File: src/rtl/sys_time_ctrl.sv
// System time-of-day counter with atomic host load and
// round-robin timestamp arbiter for two RX requesters.
module sys_time_ctrl #(
    parameter int unsigned NS_PER_TICK = 4,
    parameter int unsigned NS_PER_SEC  = 1000000000,
    parameter int unsigned LOAD_HOLD   = 16
) (
    input  logic        trn_clk,
    input  logic        reset,
    input  logic [31:0] host_nsecs,
    input  logic [31:0] host_secs,
    input  logic        rx_timestamp_en,
    input  logic [1:0]  req,
    output logic [1:0]  gnt,
    output logic [31:0] ts_nsecs,
    output logic [31:0] ts_secs,
    output logic        ts_valid,
    output logic [31:0] cur_nsecs,
    output logic [31:0] cur_secs,
    output logic        time_valid,
    output logic        load_err
);

    typedef enum logic [1:0] {
        S_IDLE,
        S_SETTLE,
        S_COMMIT
    } state_t;

    localparam logic [31:0] NSEC_MAX  = 32'(NS_PER_SEC);
    localparam logic [31:0] NSEC_STEP = 32'(NS_PER_TICK);
    localparam logic [8:0]  HOLD_LAST = 9'(LOAD_HOLD - 1);

    state_t      r_state;
    state_t      w_state_nxt;
    logic [7:0]  r_hold_cnt;
    logic [7:0]  w_hold_nxt;
    logic [31:0] r_prev_nsecs;
    logic [31:0] r_prev_secs;
    logic [31:0] r_cur_nsecs;
    logic [31:0] r_cur_secs;
    logic        r_time_valid;
    logic        r_load_err;
    logic        w_change;
    logic        w_commit;
    logic        w_load_ok;
    logic        w_load_bad;
    logic [31:0] w_ns_sum;
    logic        w_ns_wrap;

    logic [1:0]  r_gnt;
    logic        r_ptr;
    logic [31:0] r_ts_nsecs;
    logic [31:0] r_ts_secs;
    logic        r_ts_valid;
    logic [1:0]  w_elig;
    logic [1:0]  w_gnt_nxt;
    logic        w_ptr_nxt;

    assign w_change   = (host_nsecs != r_prev_nsecs) ||
                        (host_secs != r_prev_secs);
    assign w_load_ok  = w_commit && (host_nsecs < NSEC_MAX);
    assign w_load_bad = w_commit && !(host_nsecs < NSEC_MAX);
    assign w_ns_sum   = r_cur_nsecs + NSEC_STEP;
    assign w_ns_wrap  = (w_ns_sum >= NSEC_MAX);

    // Track last host values every cycle, reset included, so that
    // host values present at reset release never look like a change.
    always_ff @(posedge trn_clk) begin
        r_prev_nsecs <= host_nsecs;
        r_prev_secs  <= host_secs;
    end

    // Load FSM state register.
    always_ff @(posedge trn_clk) begin
        if (reset) begin
            r_state    <= S_IDLE;
            r_hold_cnt <= 8'd0;
        end else begin
            r_state    <= w_state_nxt;
            r_hold_cnt <= w_hold_nxt;
        end
    end

    // Load FSM: wait for host values to settle, then commit once.
    always_comb begin
        w_state_nxt = r_state;
        w_hold_nxt  = r_hold_cnt;
        w_commit    = 1'b0;
        unique case (r_state)
            S_IDLE: begin
                if (w_change) begin
                    w_state_nxt = S_SETTLE;
                    w_hold_nxt  = 8'd0;
                end
            end
            S_SETTLE: begin
                if (w_change) begin
                    w_hold_nxt = 8'd0;
                end else if ({1'b0, r_hold_cnt} + 9'd1 >= HOLD_LAST) begin
                    w_state_nxt = S_COMMIT;
                end else begin
                    w_hold_nxt = r_hold_cnt + 8'd1;
                end
            end
            S_COMMIT: begin
                w_commit = 1'b1;
                if (w_change) begin
                    w_state_nxt = S_SETTLE;
                    w_hold_nxt  = 8'd0;
                end else begin
                    w_state_nxt = S_IDLE;
                end
            end
            default: begin
                w_state_nxt = S_IDLE;
                w_hold_nxt  = 8'd0;
            end
        endcase
    end

    // Free-running time counter; a good commit replaces the increment.
    always_ff @(posedge trn_clk) begin
        if (reset) begin
            r_cur_nsecs  <= 32'd0;
            r_cur_secs   <= 32'd0;
            r_time_valid <= 1'b0;
            r_load_err   <= 1'b0;
        end else begin
            r_load_err <= w_load_bad;
            if (w_load_ok) begin
                r_cur_nsecs  <= host_nsecs;
                r_cur_secs   <= host_secs;
                r_time_valid <= 1'b1;
            end else if (w_ns_wrap) begin
                r_cur_nsecs <= w_ns_sum - NSEC_MAX;
                r_cur_secs  <= r_cur_secs + 32'd1;
            end else begin
                r_cur_nsecs <= w_ns_sum;
            end
        end
    end

    // Round-robin choice; a requester just granted sits out one cycle.
    always_comb begin
        w_elig    = req & ~r_gnt;
        w_gnt_nxt = 2'b00;
        w_ptr_nxt = r_ptr;
        unique case (w_elig)
            2'b01: w_gnt_nxt = 2'b01;
            2'b10: w_gnt_nxt = 2'b10;
            2'b11: begin
                w_gnt_nxt = r_ptr ? 2'b10 : 2'b01;
                w_ptr_nxt = ~r_ptr;
            end
            default: w_gnt_nxt = 2'b00;
        endcase
    end

    // Grant register and snapshot of the pre-update time.
    always_ff @(posedge trn_clk) begin
        if (reset) begin
            r_gnt      <= 2'b00;
            r_ptr      <= 1'b0;
            r_ts_nsecs <= 32'd0;
            r_ts_secs  <= 32'd0;
            r_ts_valid <= 1'b0;
        end else begin
            r_gnt <= w_gnt_nxt;
            r_ptr <= w_ptr_nxt;
            if (|w_gnt_nxt) begin
                r_ts_nsecs <= r_cur_nsecs;
                r_ts_secs  <= r_cur_secs;
                r_ts_valid <= rx_timestamp_en & r_time_valid;
            end
        end
    end

    assign gnt        = r_gnt;
    assign ts_nsecs   = r_ts_nsecs;
    assign ts_secs    = r_ts_secs;
    assign ts_valid   = r_ts_valid;
    assign cur_nsecs  = r_cur_nsecs;
    assign cur_secs   = r_cur_secs;
    assign time_valid = r_time_valid;
    assign load_err   = r_load_err;

endmodule

File: config.mk
export PLATFORM = sky130hd
export DESIGN_NAME = sys_time_ctrl
export DESIGN_NICKNAME = d
export VERILOG_FILES = /design/src/rtl/sys_time_ctrl.sv
export SDC_FILE = /design/constraint.sdc
export NUM_CORES = 1
export LEC_CHECK = 0
export BUFFER_PORTS_ARGS = -buffer_cell sky130_fd_sc_hd__buf_2
export CORE_UTILIZATION = 49
export CTS_CLUSTER_DIAMETER = 200
export CTS_CLUSTER_SIZE = 8
export DETAILED_ROUTE_END_ITERATION = 12
export PLACE_DENSITY = 0.79
export SLEW_MARGIN = 10
export SYNTH_ARGS = -nofsm -noshare
export SYNTH_HDL_FRONTEND = slang
export SYNTH_SLANG_ARGS = --single-unit
export TNS_END_PERCENT = 100
File: constraint.sdc
create_clock -name trn_clk -period 3.2 [get_ports trn_clk]
set_input_delay 0.96 -clock trn_clk [delete_from_list [all_inputs] [get_ports trn_clk]]
set_output_delay 0.96 -clock trn_clk [all_outputs]
set_load 0.05 [all_outputs]
==> metrics.md, run 1 <==
| Metric | Value |
|---|---|
| Outcome | complete, but fails checks |
| Failing checks | negative setup slack |
| Power Dens Cells | 489 nW/um^2 |
| Pwr Total | 5810 uW |
| WP data required | 3.64 ns |
| Via count | 8716 |
| Slew Viols, Final | 0 |
| FMAX | 0.309 GHz |
| Sequential area share after synthesis | 45.0% |
| Worst Setup Slack, final | -0.0315 ns |
| Synth Area in Adders | 0.676% |
| Max Cap Viol | 0 |
| Delay of the slowest cell on the worst path | 0.46 ns |
| Initial antenna violation count | 4 |
| GR Util All Layers | 26.5% |
| Clock transition at path regs | 0.05 ns |
| Synth Area in Simple Gates | 23.5% |
| CTS Root Cell | clkbuf_16 |
| RSZ-0062 raised after global routing | yes |
| Worst-Skew Late Latency | 0.55 ns |
| Starting Density | 50.8% |
| Slowest cell on crit path | nor4_4 |
| Yosys warning count | 0 |
| Iter 0 DRT Violations | 711 |
| Setup CP Type | reg2reg |
| Final-layout fill cell count | 1479 |
| Synth cell types | 64 |
| Final #Nets | 1389 |
| Final count of negative-setup-slack endpoints | 3 |
| Post-DR wirelength/cell | 17.7 um |
| Primary FF master, synth | dfxtp_1 |
| Hold buffers post-CTS | 0 |
| Min-Delay Path Class | reg2reg |
| CTS Sinks | 208 |
| Global-route wire length before repair | 41.4 mm |
| Final GP Congestion | 0.912 |
| Synth Area in Compound Gates | 14.3% |
| H-Tree Depth | 1 |
| Ports | 202 |
| Post-synthesis cell count | 1081 |
| Die Width | 139 um |
| Hpwl dp | 19.1 mm |
| FF+latch area | 4220 sq um |
| XOR/XNOR share of the synthesized area | 12.3% |
| Max rail drop VDD | 0.000402 V |
| Area delta synth->final | 28.6% |
| CTS buffer count | 29 |
| Placed Instance Area | 10800 sq um |
| Mux cell area share after synthesis | 0.325% |
| Hold Vio Cnt, Final | 0 |
| Flops & latches, synth | 208 |
| Slew HR | 55.2% |
| CTS tree | built |
| Slew @ Worst Pin | 0.669 ns |
| Worst hold margin | 0.445 ns |
| DRC errors left | 0 |
| Setup Skew | 0.0130 ns |
| Largest family of logic cells by synthesized area | simple AND/OR/NAND/NOR gates |
| Leak Pwr | 0.00486 uW |
| Final WL | 27.4 mm |
| Setup crit end kind | flip-flop |
| Tmin final | 3.23 ns |
| Share of the core filled with cells | 65.3% |
| Cell Area, Synth | 9250 sq um |
| GR Overflow Total | 0 |
| Most frequent cells in the layout | 200 x buf_2, 195 x nand2_1, 184 x dfxtp_1 |
| Worst path cell trace | ha_4 -> nand4_1 -> nor4_4 -> nand4_1 -> mux2i_1 -> o211ai_1 -> a2bb2oi_4 -> buf_12 -> nand4_4 -> buf_12 -> or3_1 -> a311oi_1 |
| Fin area | 11900 sq um |
| Pin count of the biggest net entering global routing | 58 |
| Die area | 19400 sq um |
| Vias in the first global route | 7846 |
| Crit start category | flip-flop |
| CP max FO | 25 |
| Layout cells sized above 1 | 28.4% |
| Mean area per synthesized cell | 8.56 sq um |
| Drt pass-1 iters | 7 |
| Core area | 18200 sq um |
| Routed Antenna Nets | 0 |
| Drt via density | 5.63 |
| Number of port buffers | 201 |
| EDFF count, synth | 0 |
| Area of the multi-input gates | 4930 sq um |
| CTS max path bufs | 3 |
| Std-Cell Rows | 49 |
| WP data arrival | 3.67 ns |
| Tcrit/Tclk final | 101% |
| Ys async rst share | 0% |
| Commonest non-fill, non-tap cell in the layout | buf_2 |
| Die Ht | 139 um |
| Syn nets | 1155 |
-- critical path, delay by kind of cell, from the launching register on --
kind	cells	cell delay, ns
and+or+nand+nor	5	1.30
AOI/OAI and AO/OA	3	0.77
DFF	1	0.37
buffers and inverters	2	0.35
muxes	1	0.18
adders and majority gates	1	0.16
-- stage by stage --
| step | std cells | TNS (ns) | setup slack, ns |
|---|---|---|---|
| after floorplan | 1081 | -0.0213 | -0.0121 |
| after global placement | 1500 | -0.0236 | -0.00909 |
| after detailed placement | 1500 | -0.487 | -0.133 |
| after CTS | 1537 | 0 | 0.0268 |
| after global routing | 1549 | -2.36 | -0.153 |
| final | 1549 | -0.0498 | -0.0315 |
-- what timing repair did --
item,4_1_cts,5_1_grt
hold endpoints to repair,0,0
setup buffers,3,8
gates cloned,0,2
pin swaps,3,16
gates resized for setup,0,40
endpoints found under the setup margin,9,41
-- logic make-up (layout without fill, tap and decap cells) --
family	count (synthesis)	count (layout)
fa+ha+maj	5	5
simple gates	437	438
buf+inv	87	323
compound gates	211	211
other cells	0	2
flops	208	208
xor+xnor	130	130
mux	3	3
-- sequential cells by signal, summed over array words and instances, names as in the netlist --
signal / cells
time_valid: 1
ts_nsecs: 32
ts_secs: 32
r_prev_secs: 32
cur_secs: 32
gnt: 2
r_state: 2
r_hold_cnt: 8
ts_valid: 1
load_err: 1
cur_nsecs: 32
r_prev_nsecs: 32
r_ptr: 1
-- power breakdown --
group | internal [uW] | switching (uW)
logic | 150 | 297
registers | 2650 | 37.1
clock network | 1600 | 1080
-- cell type report --
cell class / instances / area share (%)
multi-input cells: 787 / 41.4
flip-flops and latches: 208 / 35.5
repair buffers: 271 / 13.6
clock buffers: 33 / 6.23
well taps: 229 / 2.41
inverters: 18 / 0.568
clock inverters: 1 / 0.168
diodes: 2 / 0.0421
-- cell usage after synthesis (all sizes together) (3+ instances only) --
cell type | instances | share of area, %
nor3 | 25 | 1.7
dfxtp | 208 | 45
nand4 | 20 | 1.8
o21a | 4 | 0.32
a31oi | 5 | 0.34
nor3b | 4 | 0.32
and3 | 6 | 0.41
a311oi | 17 | 1.6
o2111ai | 3 | 0.28
o211ai | 3 | 0.24
buf | 13 | 0.88
inv | 18 | 0.73
and4 | 4 | 0.38
nand2b | 3 | 0.20
nor4 | 27 | 2.2
xor2 | 81 | 7.7
nand3 | 32 | 1.7
clkbuf | 56 | 2.3
a211oi | 25 | 2.0
or3 | 24 | 1.7
nand2 | 197 | 8.0
o21ai | 38 | 2.1
mux2i | 3 | 0.32
xnor2 | 49 | 4.6
a21oi | 93 | 5.1
and2 | 10 | 0.68
nor2 | 65 | 2.6
a21o | 3 | 0.24
ha | 5 | 0.68
nand3b | 9 | 0.73
-- routing by layer --
metal | wire (um) | global-route usage, % | vias to the layer above
met5 | 27 | 0 | -
met4 | 591 | 7.72 | 4
met3 | 1970 | 4.34 | 53
met2 | 12700 | 42.4 | 341
met1 | 12200 | 36.7 | 4120
li1 | - | - | 4198
-- worst paths after layout --
path                            slack (ns)  cells after the start    startpoint      endpoint
worst max-delay path                 -0.03                     12  cur_nsecs[3]  cur_secs[23]
worst min-delay path                  0.44                      2  ts_nsecs[12]  ts_nsecs[12]
worst max register to register       -0.03                     12  cur_nsecs[3]  cur_secs[23]
worst min register to register        0.44                      2  ts_nsecs[12]  ts_nsecs[12]
Power figures use the tool's default switching activity.
==> run 2, diff against run 1 <==
BUFFER_PORTS_ARGS = unset   (was -buffer_cell sky130_fd_sc_hd__buf_2)
CORE_UTILIZATION = 57   (was 49)
DONT_BUFFER_PORTS = 1   (was unset)
PLACE_DENSITY = 0.78   (was 0.79)
clock period = 2.8 ns   (was 3.2 ns; I/O delays follow)
==> metrics.md, run 2 (synthesis gave the netlist of run 1 again) <==
| Metric | Value |
|---|---|
| Via count | 8473 (-2.8%) |
| FMAX | 0.318 GHz (+2.6%) |
| Slew @ Worst Pin | 0.725 ns (+0.0554 ns) |
| Power Dens Cells | 543 nW/um^2 (+11%) |
| Routed Antenna Nets | 0 (unchanged) |
| GR Util All Layers | 32.1% (+5.6 points) |
| Clock transition at path regs | 0.05 ns (about the same) |
| Post-DR wirelength/cell | 19.3 um (+8.9%) |
| Max rail drop VDD | 0.000574 V (+43%) |
| Final GP Congestion | 0.907 (-0.52%) |
| CTS Root Cell | clkbuf_16 |
| WP data required | 3.24 ns (-0.40 ns) |
| Final-layout fill cell count | 1101 (-26%) |
| Final count of negative-setup-slack endpoints | 52 (+49) |
| Worst-Skew Late Latency | 0.55 ns (about the same) |
| RSZ-0062 raised after global routing | yes |
| Drt pass-1 iters | 5 (-2) |
| M2 GR Usage | 52.2% (+9.8 points) |
| Slew HR | 51.6% (-3.6 points) |
| Layout cells sized above 1 | 25.5% (-2.9 points) |
| Max Cap Viol | 0 (unchanged) |
| Pin count of the biggest net entering global routing | 142 (+140%) |
| Die area | 16700 sq um (-14%) |
| Hold Vio Cnt, Final | 0 (unchanged) |
| Die Ht | 129 um (-7.2%) |
| Hold buffers post-CTS | 0 (unchanged) |
| Crit path max-delay family | simple AND/OR/NAND/NOR gates |
| Crit start category | flip-flop |
| Routing usage on met3 | 9.04% (+4.7 points) |
| Number of port buffers | 0 (-100%) |
| Failing checks | negative setup slack |
| Delay of the slowest cell on the worst path | 0.46 ns (about the same) |
| Ports | 202 (unchanged) |
| Final WL | 27.8 mm (+1.5%) |
| Area delta synth->final | 28.9% |
| Commonest non-fill, non-tap cell in the layout | nand2_1 |
| GR Overflow Total | 0 (unchanged) |
| Min-Delay Path Class | in2reg |
| DRC errors left | 0 (unchanged) |
| Global-route wire length before repair | 41.9 mm (+1.1%) |
| Leak Pwr | 0.00452 uW (-6.9%) |
| Starting Density | 58.2% (+7.4 points) |
| FF-to-FF setup slack | -0.35 ns (-0.32 ns) |
| Setup Skew | 0.0161 ns (+0.00315 ns) |
| Setup crit end kind | flip-flop |
| H-Tree Depth | 1 (unchanged) |
| Worst Setup Slack, final | -0.349 ns (-0.318 ns) |
| Pwr Total | 6470 uW (+11%) |
| Slowest cell on crit path | or3_4 |
| Slew Viols, Final | 0 (unchanged) |
| Worst path cell trace | nand4_1 -> buf_4 -> nor4_4 -> buf_4 -> nand4_1 -> mux2i_1 -> o211ai_1 -> a2bb2oi_4 -> buf_12 -> nand4_4 -> or3_4 -> a311oi_2 |
| Initial antenna violation count | 0 (-4) |
| WP data arrival | 3.59 ns (-0.08 ns) |
| Ant. Diodes | 0 (-2) |
| CTS buffer count | 29 (unchanged) |
| Drt via density | 5.87 (+4.4%) |
| Placed Instance Area | 10700 sq um (-1.2%) |
| Std-Cell Rows | 46 (-6.1%) |
| Setup CP Type | reg2reg |
| Core area | 15900 sq um (-13%) |
| Tmin final | 3.15 ns (-0.0823 ns) |
| Die Width | 129 um (-7.2%) |
| Most used routing layer | met2 |
| Most frequent cells in the layout | 194 x nand2_1, 183 x dfxtp_1, 160 x buf_4 |
| Outcome | complete, but fails checks |
| Vias in the first global route | 8163 (+4.0%) |
| CTS max path bufs | 3 (unchanged) |
| CTS tree | built |
| CTS Sinks | 208 (unchanged) |
| Met1 global-route usage | 40.8% (+4.0 points) |
| Hpwl dp | 19.3 mm (+1.3%) |
| Iter 0 DRT Violations | 546 (-23%) |
| Final #Nets | 1299 (-6.5%) |
| Fin area | 11900 sq um (+0.22%) |
| Buf/Inv on CP | 3 (+1) |
| Tcrit/Tclk final | 112% (+11 points) |
| CP max FO | 8 (-68%) |
## run 2: changes by cell type in the layout (fill, tap and decap cells not counted), moves of 5 or more
cell,delta
a311oi_2,+9
a21oi_2,+6
a21oi_1,-7
buf_4,+100
a211oi_1,-5
a311oi_1,-9
buf_2,-200
buf_6,+9
a211oi_2,+5
## run 2: what timing repair did
action,4_1_cts,5_1_grt
setup endpoints to repair,54,55
pin swaps,20,26
setup buffers,9,4
cloned,1,0
resized for setup,29,43
## run 2: final cells by class
type | count | area [sq um] | area share [%]
Timing Repair Buffer | 181 | 1500 | 12.6
Clock inverter | 1 | 20.0 | 0.168
Sequential cell | 208 | 4220 | 35.4
Clock buffer | 32 | 737 | 6.18
Inverter | 18 | 67.6 | 0.567
Tap cell | 216 | 270 | 2.27
Multi-Input combinational cell | 787 | 5100 | 42.8
## run 2: power by group
| group | total (uW) | leakage [uW] | internal, uW | switching (uW) |
|---|---|---|---|---|
| Sequential | 3080 | 0.00172 | 3030 | 58.8 |
| Clock | 3030 | 0.000371 | 1820 | 1210 |
| Combinational | 352 | 0.00244 | 135 | 217 |
## run 2: routing by layer
metal | wire length [um] | up-vias | part of all wire (%)
met2 | 12700 | 391 | 46
met3 | 2890 | 60 | 10
met4 | 809 | 0 | 2.9
met1 | 11400 | 4004 | 41
li1 | - | 4018 | -
met5 | 0 | - | 0
## run 2: metrics by stage
stage	setup WS, ns	TNS [ns]	utilization, %	cells	hold slack [ns]
6_report	-0.349	-11.39	75.0	1443	0.318
3_5_place_dp	-0.417	-11.69	67.4	1396	0.446
2_1_floorplan	-0.401	-14.38	-	1081	0.431
5_1_grt	-0.544	-21.83	75.0	1443	0.305
4_1_cts	-0.282	-9.07	73.5	1439	0.306
3_3_place_gp	-0.310	-9.16	67.4	1396	0.443
## run 2: final timing paths
path / start / to / depth (start not counted)
max: cur_nsecs[13] / cur_secs[22] / 12
min: host_secs[1] / r_prev_secs[1] / 0
max reg2reg: cur_nsecs[13] / cur_secs[22] / 12
min reg2reg: r_hold_cnt[7] / r_hold_cnt[7] / 1
==> run 3, diff against run 2 <==
CELL_PAD_IN_SITES_DETAIL_PLACEMENT = 1   (was unset)
CELL_PAD_IN_SITES_GLOBAL_PLACEMENT = 2   (was unset)
CORE_UTILIZATION = 34   (was 57)
PLACE_DENSITY = 0.79   (was 0.78)
==> metrics.md, run 3 (synthesis gave the netlist of run 1 again) <==
| Metric | Value |
|---|---|
| Outcome | complete, but fails checks |
| Failing checks | design-rule violations, negative setup slack |
| Leak Pwr | 0.00459 uW (+1.6%) |
| Clk pwr share | 47.1% (+0.2 points) |
| Crit start category | flip-flop |
| Worst Setup Slack, final | -0.335 ns (+0.0144 ns) |
| Slew Viols, Final | 0 (unchanged) |
| Initial antenna violation count | 0 (unchanged) |
| Vias in the first global route | 8740 (+7.1%) |
| Most frequent cells in the layout | 193 x nand2_1, 183 x dfxtp_1, 165 x buf_4 |
| H-Tree Depth | 1 (unchanged) |
| Routed Antenna Nets | 0 (unchanged) |
| Hpwl dp | 22.7 mm (+18%) |
| FMAX | 0.319 GHz (+0.46%) |
| Hold buffers post-CTS | 0 (unchanged) |
| Clock transition at path regs | 0.06 ns (about the same) |
| Switching share of power | 23.8% (+0.85 points) |
| CTS tree | built |
| GR Overflow Total | 0 (unchanged) |
| GR Util All Layers | 22.1% (-10 points) |
| WP data required | 3.25 ns (about the same) |
| Final #Nets | 1299 (unchanged) |
| CTS buffer count | 29 (unchanged) |
| Final WL | 31.5 mm (+13%) |
| Via count | 8376 (-1.1%) |
| Starting Density | 34.5% (-24 points) |
| CP max FO | 23 (+15) |
| Ports | 202 (unchanged) |
| Hold Vio Cnt, Final | 0 (unchanged) |
| Final GP Congestion | 0.863 (-4.8%) |
| Die area | 27900 sq um (+66%) |
| Net Sw Power | 1560 uW (+5.1%) |
| Post-DR wirelength/cell | 20.1 um (+4.2%) |
| Global-route wire length before repair | 49.0 mm (+17%) |
| Post-Place Cells | 1521 (+9.0%) |
| Number of port buffers | 0 (unchanged) |
| Slew HR | 53.6% (+2.0 points) |
| Drt via density | 5.34 (-9.0%) |
| Min-Delay Path Class | in2reg |
| Finished Layout Cells | 1568 (+8.7%) |
| Drt pass-1 iters | 9 (+4) |
| Layout cells sized above 1 | 27.1% (+1.6 points) |
| Pwr Total | 6550 uW (+1.3%) |
| Max Cap Viol | 0 (unchanged) |
| CTS max path bufs | 3 (unchanged) |
| Pin count of the biggest net entering global routing | 142 (unchanged) |
| Slew @ Worst Pin | 0.695 ns (-0.0293 ns) |
| Tmin final | 3.13 ns (-0.0144 ns) |
| Share of power burned in registers | 47.0% (-0.7 points) |
| DRC errors left | 2 (+2) |
| Area delta synth->final | 32.4% |
| Internal power | 4990 uW (+0.21%) |
| CTS Root Cell | clkbuf_16 |
| Iter 0 DRT Violations | 325 (-40%) |
| WP data arrival | 3.58 ns (about the same) |
| CTS Sinks | 208 (unchanged) |
| Die Ht | 167 um (+29%) |
| Worst-Skew Late Latency | 0.55 ns (about the same) |
| Logic pwr share | 5.9% (+0.5 points) |
| Setup Skew | 0.0176 ns (+0.00148 ns) |
| Core area | 26800 sq um (+69%) |
| Std-Cell Rows | 60 (+30%) |
| Power Dens Cells | 535 nW/um^2 (-1.4%) |
| Ant. Diodes | 0 (unchanged) |
| Tcrit/Tclk final | 112% (-0.52 points) |
| RSZ-0062 raised after global routing | yes |
| Final count of negative-setup-slack endpoints | 52 (unchanged) |
| Share of the core filled with cells | 45.7% (-29 points) |
| Die Width | 167 um (+29%) |
| Commonest non-fill, non-tap cell in the layout | nand2_1 |
| Setup crit end kind | flip-flop |
| Setup CP Type | reg2reg |
| Max rail drop VDD | 0.000392 V (-32%) |
==> run 3: cell count changes in the layout (fill, tap and decap cells not counted), sizes merged <==
cell / change
buf: +1
nand4: -1
==> run 3: through the flow <==
stage          cell area (sq um)  hold slack [ns]  worst slack, ns  TNS [ns]
4_1_cts                    11900            0.285           -0.290     -8.01
2_1_floorplan               9450            0.431           -0.401    -14.38
6_report                   12200            0.307           -0.335    -10.24
3_5_place_dp               10900            0.451           -0.427    -15.53
3_3_place_gp               10900            0.444           -0.344    -10.34
5_1_grt                    12200            0.292           -0.428    -16.57
==> run 3: routing by layer <==
layer	part of all wire, %	global-route usage, %	vias to the layer above
met4	2.3	6.36	0
met2	47	36.3	218
li1	-	-	4002
met1	44	28.4	4109
met5	0	0	-
met3	7.1	5.96	47
==> run 3: critical path, stage by stage (launching register included) <==
cell	delay (ns)
dfxtp_4	0.34
nand4_1	0.15
buf_4	0.17
or3_4	0.39
or4b_4	0.51
a21oi_4	0.15
o21ai_2	0.10
a2bb2oi_4	0.16
buf_12	0.15
nand4_4	0.11
buf_12	0.18
or3_1	0.32
a311oi_1	0.27
==> run 3: power groups by stage <==
stage,clock [uW],combinational [uW],sequential (uW)
after floorplan,0,228,3160
after global placement,0,339,3140
after detailed placement,0,341,3140
after CTS,3170,376,3080
after global routing,3270,413,3090
final,3090,386,3080
==> run 3: path summary, 6_finish.rpt <==
kind	start	end	slack (ns)	depth (start not counted)
max	cur_nsecs[11]	cur_secs[13]	-0.33	12
max reg2reg	cur_nsecs[11]	cur_secs[13]	-0.33	12
min	host_nsecs[7]	r_prev_nsecs[7]	0.31	0
min reg2reg	r_hold_cnt[7]	r_hold_cnt[7]	0.47	1
==> run 3: area by class of cell <==
class / count / area [sq um]
clock inverter: 1 / 20.0
clock buffer: 32 / 737
inverter: 18 / 67.6
sequential: 208 / 4220
timing repair buffer: 182 / 1500
multi-input combinational: 786 / 5270
tap: 341 / 427
fill: 3069 / 14600
==> run 3: timing repair <==
item	CTS	global route
buffers inserted	8	6
pin swaps	25	20
setup endpoints to repair	53	55
cloned	0	0
resized for setup	51	49
